--- src/rtl/noc_injector.sv ---
// rtl/noc_injector.sv - ring NoC local-port injector: flit queue with full/almost_full throttling
// Optional macro NOC_INJECTOR_STATS_EN adds sent_cnt/stall_cnt outputs.
module noc_injector #(
  parameter int WIDTH   = 16,
  parameter int NODE_ID = 0,
  parameter int QDEPTH  = 4,
  parameter int QAW     = 2
) (
  input  logic             clk,
  input  logic             reset,
  input  logic             in_valid,
  output logic             in_ready,
  input  logic [1:0]       in_dest,
  input  logic [WIDTH-3:0] in_payload,
  output logic             noc_write,
  output logic [WIDTH-1:0] noc_data,
  input  logic             noc_full,
  input  logic             noc_almost_full,
  output logic             drop,
  output logic [QAW:0]     q_count
`ifdef NOC_INJECTOR_STATS_EN
  ,
  output logic [15:0]      sent_cnt,
  output logic [15:0]      stall_cnt
`endif
);

  localparam logic [1:0] ST_IDLE    = 2'd0;
  localparam logic [1:0] ST_SEND    = 2'd1;
  localparam logic [1:0] ST_SLOW    = 2'd2;
  localparam logic [1:0] ST_BLOCKED = 2'd3;

  localparam logic [QAW:0] DEPTH_C = (QAW+1)'(QDEPTH);
  localparam logic [1:0]   NODE_C  = 2'(NODE_ID);

  logic [WIDTH-1:0] mem_q [QDEPTH];
  logic [WIDTH-1:0] mem_d [QDEPTH];
  logic [QAW-1:0]   rd_ptr_q, rd_ptr_d;
  logic [QAW-1:0]   wr_ptr_q, wr_ptr_d;
  logic [QAW:0]     count_q, count_d;
  logic             noc_write_q, noc_write_d;
  logic [WIDTH-1:0] noc_data_q, noc_data_d;
  logic             drop_q, drop_d;
  logic [1:0]       state_q, state_d;
  logic             accept, push, pop;

  always_comb begin
    in_ready = (count_q < DEPTH_C);
    accept   = in_valid & in_ready;
    push     = accept & (in_dest != NODE_C);
    drop_d   = accept & (in_dest == NODE_C);
    // state_q is IDLE exactly when the queue is empty; the write-in-flight term enforces
    // the every-other-cycle rate while the router is almost full.
    pop      = (state_q != ST_IDLE) & ~noc_full & ~(noc_almost_full & noc_write_q);

    mem_d = mem_q;
    if (push) mem_d[wr_ptr_q] = {in_dest, in_payload};
    wr_ptr_d = push ? wr_ptr_q + QAW'(1) : wr_ptr_q;
    rd_ptr_d = pop ? rd_ptr_q + QAW'(1) : rd_ptr_q;
    count_d  = count_q + (QAW+1)'(push) - (QAW+1)'(pop);

    noc_write_d = pop;
    noc_data_d  = pop ? mem_q[rd_ptr_q] : noc_data_q;

    if (count_d == '0)        state_d = ST_IDLE;
    else if (noc_full)        state_d = ST_BLOCKED;
    else if (noc_almost_full) state_d = ST_SLOW;
    else                      state_d = ST_SEND;
  end

  always_ff @(posedge clk or negedge reset) begin
    if (!reset) begin
      for (int i = 0; i < QDEPTH; i++) mem_q[i] <= '0;
      rd_ptr_q    <= '0;
      wr_ptr_q    <= '0;
      count_q     <= '0;
      noc_write_q <= 1'b0;
      noc_data_q  <= '0;
      drop_q      <= 1'b0;
      state_q     <= ST_IDLE;
    end else begin
      mem_q       <= mem_d;
      rd_ptr_q    <= rd_ptr_d;
      wr_ptr_q    <= wr_ptr_d;
      count_q     <= count_d;
      noc_write_q <= noc_write_d;
      noc_data_q  <= noc_data_d;
      drop_q      <= drop_d;
      state_q     <= state_d;
    end
  end

  assign noc_write = noc_write_q;
  assign noc_data  = noc_data_q;
  assign drop      = drop_q;
  assign q_count   = count_q;

`ifdef NOC_INJECTOR_STATS_EN
  logic [15:0] sent_cnt_q, sent_cnt_d;
  logic [15:0] stall_cnt_q, stall_cnt_d;

  // sent_cnt advances on the edge that raises noc_write, so it tracks the strobe it counts.
  always_comb begin
    sent_cnt_d  = sent_cnt_q + 16'(pop);
    stall_cnt_d = stall_cnt_q + 16'((state_q != ST_IDLE) & ~pop);
  end

  always_ff @(posedge clk or negedge reset) begin
    if (!reset) begin
      sent_cnt_q  <= '0;
      stall_cnt_q <= '0;
    end else begin
      sent_cnt_q  <= sent_cnt_d;
      stall_cnt_q <= stall_cnt_d;
    end
  end

  assign sent_cnt  = sent_cnt_q;
  assign stall_cnt = stall_cnt_q;
`endif

endmodule

--- config.mk ---
export PLATFORM = sky130hd
export DESIGN_NAME = noc_injector
export DESIGN_NICKNAME = d
export VERILOG_FILES = /design/src/rtl/noc_injector.sv
export SDC_FILE = /design/constraint.sdc
export NUM_CORES = 1
export LEC_CHECK = 0
export ABC_AREA = 1
export CAP_MARGIN = 10
export CORE_ASPECT_RATIO = 1.4
export CORE_MARGIN = 2
export CORE_UTILIZATION = 57
export CTS_BUF_LIST = sky130_fd_sc_hd__clkbuf_8 sky130_fd_sc_hd__clkbuf_16
export CTS_CLUSTER_DIAMETER = 40
export DETAILED_ROUTE_END_ITERATION = 8
export GPL_ROUTABILITY_DRIVEN = 0
export PLACE_DENSITY = 0.8
export SYNTH_ARGS = -nofsm -noshare
export SYNTH_HDL_FRONTEND = slang
export SYNTH_SLANG_ARGS = --single-unit
export TNS_END_PERCENT = 100
--- constraint.sdc ---
create_clock -name clk -period 2.7 [get_ports clk]
set_input_delay 0.54 -clock clk [delete_from_list [all_inputs] [get_ports clk]]
set_output_delay 0.54 -clock clk [all_outputs]
set_load 0.03 [all_outputs]
==> run summary, run 1 <==
## Run status
* **result of the run** completed

## Route
* **Met1 Wirelength** 3830 um
* **number of detailed-route iterations in the first pass** 5
* **antenna-violating nets left** 0
* **met3 routed wirelength** 237 um
* **highest routed layer** met4
* **overall via count from detail_route** 3360
* **routed length per instance** 13.6 um
* **vias per cell** 5.02
* **Met2 Routed Length** 4680 um
* **Starting DRT DRC Count** 200
* **overall routed net length** 9070 um
* **total DRC errors in the routed layout** 0

## Critical path
* **Critical R2R Capture** state_q[1]
* **startpoint of the worst setup timing path** in_valid
* **length in cells of the worst reg-to-reg path** 10
* **kind of launch point of the worst setup path** input pin
* **highest fanout seen on the critical path** 2
* **Crit Reg-Reg Startpoint** q_count[2]
* **category of the critical setup timing path** input pin to flip-flop
* **r2r setup slk** 0.57 ns
* **WP data arrival** 2.59 ns
* **Worst setup EP type** flip-flop
* **data required time of the critical path** 2.97 ns

## Yosys
* **Mapped Nets** 555
* **post-synthesis register bit count** 91
* **count of yosys warnings during synthesis** 0
* **average size of a mapped cell** 8.12 um^2
* **Post-Syn Area** 4280 um^2
* **number of instances in the synthesized netlist** 527
* **sequential element share of the synthesized area** 0.532
* **number of distinct library cells after synthesis** 23

## Clocking
* **clock root buffer** sky130_fd_sc_hd__clkbuf_8
* **Clock Pin Slew Worst Setup and Hold Paths** 0.09 ns
* **CTS HTree Levels** 3
* **number of buffers created by CTS** 9
* **number of cells upsized or downsized after cts** 0
* **quantity of hold-fixing buffers added after cts** 0
* **number of buffers on the longest clock path** 2
* **CTS sink count** 91
* **clock network latency to the later pin of the worst-skew pair** 0.37 ns
* **Post-CTS Setup Inserts** 0
* **TritonCTS clock tree** yes

## Timing
* **transition at the pin with the smallest max-transition slack** 0.563 ns
* **final-report hold violation count** 0
* **final slew viol count** 0
* **setup tns final** 0 ns
* **count of final setup violators** 0
* **final critical-path required period** 2.32 ns
* **final cycle utilization of the critical path** 0.858
* **Max Clock Skew** 0.00597 ns
* **maximum operating frequency** 432 MHz
* **Max transition margin** 0.625
* **worst hold margin** 0.150 ns
* **unrepaired setup endpoints after global routing** no

## Finish
* **finished layout cell area** 4930 um^2
* **share of cells above drive strength 1** 0.0752
* **Area growth syn-to-layout** 15.2%
* **diode insertion count for antenna repair** 0
* **net count of the finished layout** 596
* **fill count** 626

## Floorplan
* **starting utilization of the core area** 0.585
* **number of I/O pins** 43
* **total die area** 8230 um^2
* **FP Rows** 37
* **Core ar.** 7310 um^2
* **horizontal extent of the die** 77.2 um
* **height of the die** 107 um

## Power
* **net load switching power** 2.51 mW
* **Leakage** 2.51 nW
* **sequential fraction of design power** 0.382
* **internal power of the cells** 3.45 mW
* **maximum resistive drop on vdd** 0.000860 V
* **fraction of power consumed by the clock network** 0.149
* **combinational share of power** 0.469
* **power density over the cells** 1210 nW/um^2
* **Sw Share** 0.422

## Placement
* **Port-buffer cells** 42
* **HPWL after detailed placement** 6080 um
* **standard cell area after detailed placement** 4750 um^2

## Global routing
* **global-route wire length before repair** 15900 um
* **GRT Overall Usage** 0.249
* **antenna violations before repair** 0
* **vias in the first global route** 3462
* **maximum number of pins on one net before global-route repair** 50
* **remaining global-route overflow** 0

## Worst hold path
* **worst min path class** input pin to asynchronous set/reset pin

## Flow run
* **Max Cap Viol** 0

-- cell usage after synthesis --
| library cell | instances | area share |
|---|---|---|
| sky130_fd_sc_hd__nand2_2 | 1 | 0.0015 |
| sky130_fd_sc_hd__xor2_1 | 2 | 0.0041 |
| sky130_fd_sc_hd__fa_1 | 1 | 0.0047 |
| sky130_fd_sc_hd__dfrtp_1 | 91 | 0.53 |
| sky130_fd_sc_hd__clkbuf_4 | 4 | 0.0070 |
| sky130_fd_sc_hd__buf_2 | 7 | 0.0082 |
| sky130_fd_sc_hd__nor2_4 | 4 | 0.011 |
| sky130_fd_sc_hd__buf_6 | 8 | 0.021 |
| sky130_fd_sc_hd__nor2_1 | 7 | 0.0061 |
| sky130_fd_sc_hd__a21oi_1 | 1 | 0.0012 |
| sky130_fd_sc_hd__nand3_1 | 34 | 0.040 |
| sky130_fd_sc_hd__clkbuf_1 | 4 | 0.0035 |
| sky130_fd_sc_hd__ha_1 | 6 | 0.018 |
| sky130_fd_sc_hd__o21ai_2 | 8 | 0.016 |
| sky130_fd_sc_hd__or2_2 | 1 | 0.0015 |
| sky130_fd_sc_hd__buf_4 | 1 | 0.0018 |
| sky130_fd_sc_hd__nand2_4 | 1 | 0.0026 |
| sky130_fd_sc_hd__o21ai_0 | 58 | 0.068 |
| sky130_fd_sc_hd__clkinv_1 | 1 | 0.00088 |
| sky130_fd_sc_hd__inv_1 | 83 | 0.073 |
| sky130_fd_sc_hd__nand2_1 | 202 | 0.18 |
| sky130_fd_sc_hd__buf_1 | 1 | 0.00088 |
| sky130_fd_sc_hd__nor3_1 | 1 | 0.0012 |
-- power groups by stage --
stage / Sequential, mW / Clock [mW] / Combinational, mW
finish: 2.28 / 0.890 / 2.80
detailed placement: 2.30 / 0 / 2.80
CTS: 2.28 / 0.904 / 2.83
floorplan: 2.53 / 0 / 1.68
global placement: 2.28 / 0 / 2.70
global route: 2.35 / 0.950 / 3.17
-- layout make-up --
class                   count  area [um^2]  area share
repair buffers             55          528       0.107
clock inverters             6         57.6      0.0117
clock buffers               9          124      0.0251
flip-flops and latches     91         2280       0.462
multi-input cells         327         1510       0.306
inverters                  84          315      0.0640
well taps                  97          121      0.0246
-- state kept, by name (all words and copies together), names as in the netlist --
signal / count
drop: 1
mem_q: 64
noc_data: 16
noc_write: 1
q_count: 3
rd_ptr_q: 2
state_q: 2
wr_ptr_q: 2
-- worst max-delay path by stage --
| stage | end | slack [ns] | cells past startpoint |
|---|---|---|---|
| finish | state_q[1] | 0.38 | 12 |
| global route | state_q[0] | 0.24 | 12 |
| CTS | state_q[1] | 0.40 | 12 |
| detailed placement | state_q[1] | -0.003 | 12 |
| global placement | state_q[0] | 0.12 | 12 |
| floorplan | state_q[1] | 0.38 | 12 |
-- through the flow --
| step | worst slack, ns | utilization | power [mW] | instances |
|---|---|---|---|---|
| final | 0.385 | 0.674 | 5.96 | 669 |
| after detailed placement | -0.00259 | 0.649 | 5.10 | 654 |
| after CTS | 0.405 | 0.674 | 6.01 | 669 |
| after floorplan | 0.377 | - | 4.21 | 527 |
| after global placement | 0.120 | 0.649 | 4.97 | 654 |
| after global routing | 0.236 | 0.674 | 6.47 | 669 |
-- cell families (layout without fill, tap and decap cells) --
family                   count (synthesis)  in the layout  synth area share
AO/OA/AOI/OAI                           67             67            0.0854
XOR/XNOR                                 2              2           0.00409
adder cells (fa/ha/maj)                  7              7            0.0222
buffers and inverters                  109            154             0.116
flip-flops                              91             91             0.532
AND/OR/NAND/NOR                        251            251             0.240
-- routing by layer --
| metal | track usage | vias up |
|---|---|---|
| li1 | - | 1668 |
| met1 | 0.294 | 1610 |
| met2 | 0.441 | 64 |
| met3 | 0.0246 | 18 |
| met4 | 0.139 | 0 |
| met5 | 0 | - |
-- cells in the final DEF, fill, tap and decap left out --
cell / n
sky130_fd_sc_hd__nand2_4: 1
sky130_fd_sc_hd__buf_4: 13
sky130_fd_sc_hd__dfrtp_1: 91
sky130_fd_sc_hd__nor2_4: 4
sky130_fd_sc_hd__nor3_1: 1
sky130_fd_sc_hd__inv_1: 84
sky130_fd_sc_hd__buf_12: 1
sky130_fd_sc_hd__nand2_1: 202
sky130_fd_sc_hd__o21ai_0: 58
sky130_fd_sc_hd__xor2_1: 2
sky130_fd_sc_hd__clkinv_2: 3
sky130_fd_sc_hd__a21oi_1: 1
sky130_fd_sc_hd__nand3_1: 34
sky130_fd_sc_hd__nand2_2: 1
sky130_fd_sc_hd__inv_6: 1
sky130_fd_sc_hd__clkbuf_8: 9
sky130_fd_sc_hd__bufinv_16: 1
sky130_fd_sc_hd__fa_1: 1
sky130_fd_sc_hd__ha_1: 6
sky130_fd_sc_hd__nor2_1: 7
sky130_fd_sc_hd__clkinv_1: 1
sky130_fd_sc_hd__o21ai_2: 8
sky130_fd_sc_hd__clkdlybuf4s50_1: 41
sky130_fd_sc_hd__or2_2: 1
-- critical path, stage by stage --
cell,delay (ns)
sky130_fd_sc_hd__clkdlybuf4s50_1,0.46
sky130_fd_sc_hd__inv_1,0.05
sky130_fd_sc_hd__nor2_1,0.18
sky130_fd_sc_hd__nand2_4,0.06
sky130_fd_sc_hd__ha_1,0.27
sky130_fd_sc_hd__inv_1,0.04
sky130_fd_sc_hd__ha_1,0.18
sky130_fd_sc_hd__fa_1,0.48
sky130_fd_sc_hd__nor2_1,0.10
sky130_fd_sc_hd__nand3_1,0.11
sky130_fd_sc_hd__nand2_1,0.08
sky130_fd_sc_hd__inv_1,0.04
Note: power is estimated with default switching activity, not from simulation.
==> inputs of run 2 (changes only) <==
CELL_PAD_IN_SITES_DETAIL_PLACEMENT = 1   (was unset)
CELL_PAD_IN_SITES_GLOBAL_PLACEMENT = 2   (was unset)
CORE_UTILIZATION = 34   (was 57)
PLACE_DENSITY = unset   (was 0.8)
PLACE_DENSITY_LB_ADDON = 0.1   (was unset)
==> run 2 against run 1 <==
  * Fmax up 2.6%
  * Clock skew about the same
  * Sequential cell count unchanged
  * Sequential share of layout area down 2.1 points
  * Die area up 64%
  * Power up 7.7%
  * Worst setup slack better by 0.058 ns
  * Sequential power about the same
  * Hold slack worse by 0.044 ns
  * Clock power up 49%
  * Clock-buffer cell count up 3
  * Core utilization down 25 points
  * Critical endpoint unchanged
  * Largest cell class unchanged
  * Largest power group unchanged
==> run summary, run 2 (synthesis results as in run 1) <==
## Global routing
* **vias in the first global route** 3715, +7.3%
* **global-route wire length before repair** 18800 um, +18%
* **maximum number of pins on one net before global-route repair** 43, -14%
* **GRT Overall Usage** 0.180, -0.0693
* **antenna violations before repair** 0, unchanged
* **remaining global-route overflow** 0, unchanged

## Finish
* **net count of the finished layout** 599, +0.50%
* **share of cells above drive strength 1** 0.0833, +0.00816
* **final core occ** 0.419, -0.255
* **Most flops, register** mem_q
* **fill count** 1504, +140%
* **diode insertion count for antenna repair** 0, unchanged
* **area of all sequential standard cells** 2280 um^2, unchanged
* **max reg flops** 64, unchanged
* **Area growth syn-to-layout** 20.6%
* **combined area of the multi-input logic cells** 1510 um^2, unchanged
* **most frequent cells in the layout** sky130_fd_sc_hd__nand2_1, sky130_fd_sc_hd__dfrtp_1, sky130_fd_sc_hd__inv_1
* **most common cell after layout, fill and taps aside** sky130_fd_sc_hd__nand2_1

## Critical path
* **startpoint of the worst setup timing path** in_valid
* **Crit Reg-Reg Startpoint** q_count[2]
* **Worst setup EP type** flip-flop
* **WP data arrival** 2.50 ns, -0.09 ns
* **data required time of the critical path** 2.95 ns, -0.02 ns
* **kind of launch point of the worst setup path** input pin
* **r2r setup slk** 0.66 ns, +0.09 ns
* **highest fanout seen on the critical path** 2, unchanged
* **length in cells of the worst reg-to-reg path** 10, unchanged
* **category of the critical setup timing path** input pin to flip-flop

## Route
* **antenna-violating nets left** 0, unchanged
* **Starting DRT DRC Count** 135, -33%
* **number of detailed-route iterations in the first pass** 4, -1
* **overall routed net length** 10900 um, +21%
* **total DRC errors in the routed layout** 0, unchanged
* **routed length per instance** 15.1 um, +11%
* **overall via count from detail_route** 3411, +1.5%
* **vias per cell** 4.70, -6.5%

## Floorplan
* **height of the die** 137 um, +28%
* **horizontal extent of the die** 98.8 um, +28%
* **Core ar.** 12300 um^2, +68%
* **FP Rows** 48, +30%
* **starting utilization of the core area** 0.348, -0.238
* **total die area** 13500 um^2, +64%
* **number of I/O pins** 43, unchanged

## Run status
* **result of the run** completed

## Power
* **internal power of the cells** 3.84 mW, +11%
* **fraction of power consumed by the clock network** 0.207, +0.058
* **net load switching power** 2.58 mW, +2.5%
* **combinational share of power** 0.440, -0.029
* **Leakage** 2.58 nW, +2.8%
* **sequential fraction of design power** 0.353, -0.029
* **power density over the cells** 1240 nW/um^2, +2.8%
* **maximum resistive drop on vdd** 0.000479 V, -44%
* **Sw Share** 0.401, -0.0203

## Flow run
* **Max Cap Viol** 0, unchanged

## Timing
* **transition at the pin with the smallest max-transition slack** 0.628 ns, +0.0652 ns
* **final cycle utilization of the critical path** 0.836, -0.0214
* **Max transition margin** 0.581, -0.0439
* **final slew viol count** 0, unchanged
* **count of final setup violators** 0, unchanged
* **setup tns final** 0 ns, unchanged
* **final critical-path required period** 2.26 ns, -0.0579 ns
* **Max Clock Skew** 0.00557 ns, -0.000391 ns
* **worst hold margin** 0.106 ns, -0.0439 ns
* **final-report hold violation count** 0, unchanged
* **worst-case setup margin in the final layout** 0.443 ns, +0.0579 ns
* **unrepaired setup endpoints after global routing** no
* **maximum operating frequency** 443 MHz, +2.6%

## Placement
* **Port-buffer cells** 42, unchanged
* **HPWL after detailed placement** 7150 um, +17%
* **worst setup slack before clock tree synthesis** 0.0558 ns, +0.0584 ns

## Worst hold path
* **worst min path class** input pin to asynchronous set/reset pin

## Clocking
* **clock network latency to the later pin of the worst-skew pair** 0.34 ns, -0.03 ns
* **CTS sink count** 91, unchanged
* **number of buffers on the longest clock path** 2, unchanged
* **Post-CTS Setup Inserts** 0, unchanged
* **clock root buffer** sky130_fd_sc_hd__clkbuf_16
* **number of cells upsized or downsized after cts** 0, unchanged
* **TritonCTS clock tree** yes
* **quantity of hold-fixing buffers added after cts** 0, unchanged
* **number of buffers created by CTS** 9, unchanged
* **CTS HTree Levels** 3, unchanged
* **Clock Pin Slew Worst Setup and Hold Paths** 0.07 ns, -0.02 ns

==> run 2: cell types whose count changed in the layout (fill, tap and decap cells not counted), sizes merged <==
cell      previous run  this run
clkinvlp             0         1
clkbuf               9        12
inv                 85        83
clkinv               4         3
buf                 14        17
==> run 2: critical path, cell delays in order <==
cell and delay [ns]:
sky130_fd_sc_hd__clkdlybuf4s50_1 0.45, sky130_fd_sc_hd__inv_1 0.04, sky130_fd_sc_hd__nor2_1 0.15, sky130_fd_sc_hd__nand2_4 0.06, sky130_fd_sc_hd__ha_1 0.27, sky130_fd_sc_hd__inv_1 0.04, sky130_fd_sc_hd__ha_1 0.18, sky130_fd_sc_hd__fa_1 0.45
sky130_fd_sc_hd__nor2_1 0.10, sky130_fd_sc_hd__nand3_1 0.11, sky130_fd_sc_hd__nand2_1 0.08, sky130_fd_sc_hd__inv_1 0.04
==> run 2: area by class of cell <==
| cell class | instances | share of cell area |
|---|---|---|
| sequential | 91 | 0.441 |
| clock buffer | 12 | 0.0516 |
| clock inverter | 4 | 0.00921 |
| timing repair buffer | 58 | 0.109 |
| inverter | 84 | 0.0611 |
| tap | 150 | 0.0363 |
| multi-input combinational | 327 | 0.292 |
==> run 2: final timing paths <==
path | end
min | mem_q[41]
max reg2reg | state_q[1]
min reg2reg | noc_data[11]
max in group asynchronous | mem_q[18]
max | state_q[1]
min in group clk | noc_data[11]
==> run 2: power by group through the flow <==
| stage | Sequential (mW) | Combinational, mW | Clock [mW] |
|---|---|---|---|
| after floorplan | 2.53 | 1.68 | 0 |
| after global placement | 2.28 | 2.81 | 0 |
| after detailed placement | 2.30 | 2.88 | 0 |
| after CTS | 2.29 | 2.90 | 1.36 |
| after global routing | 2.35 | 3.28 | 1.42 |
| final | 2.27 | 2.82 | 1.33 |
==> run 2: per-stage QoR <==
stage / power, mW / cells / instance area (um^2)
5_1_grt: 7.06 / 726 / 5160
4_1_cts: 6.55 / 726 / 5160
2_1_floorplan: 4.21 / 527 / 4280
3_5_place_dp: 5.18 / 710 / 4850
6_report: 6.42 / 726 / 5160
3_3_place_gp: 5.09 / 710 / 4850
==> run 2: layer usage <==
layer  global-route usage  share of wire  up-vias
li1                     -              -     1676
met1                0.230           0.46     1691
met2                0.304           0.50       36
met3               0.0358          0.024        8
met4               0.0594          0.014        0
met5                    0              0        -
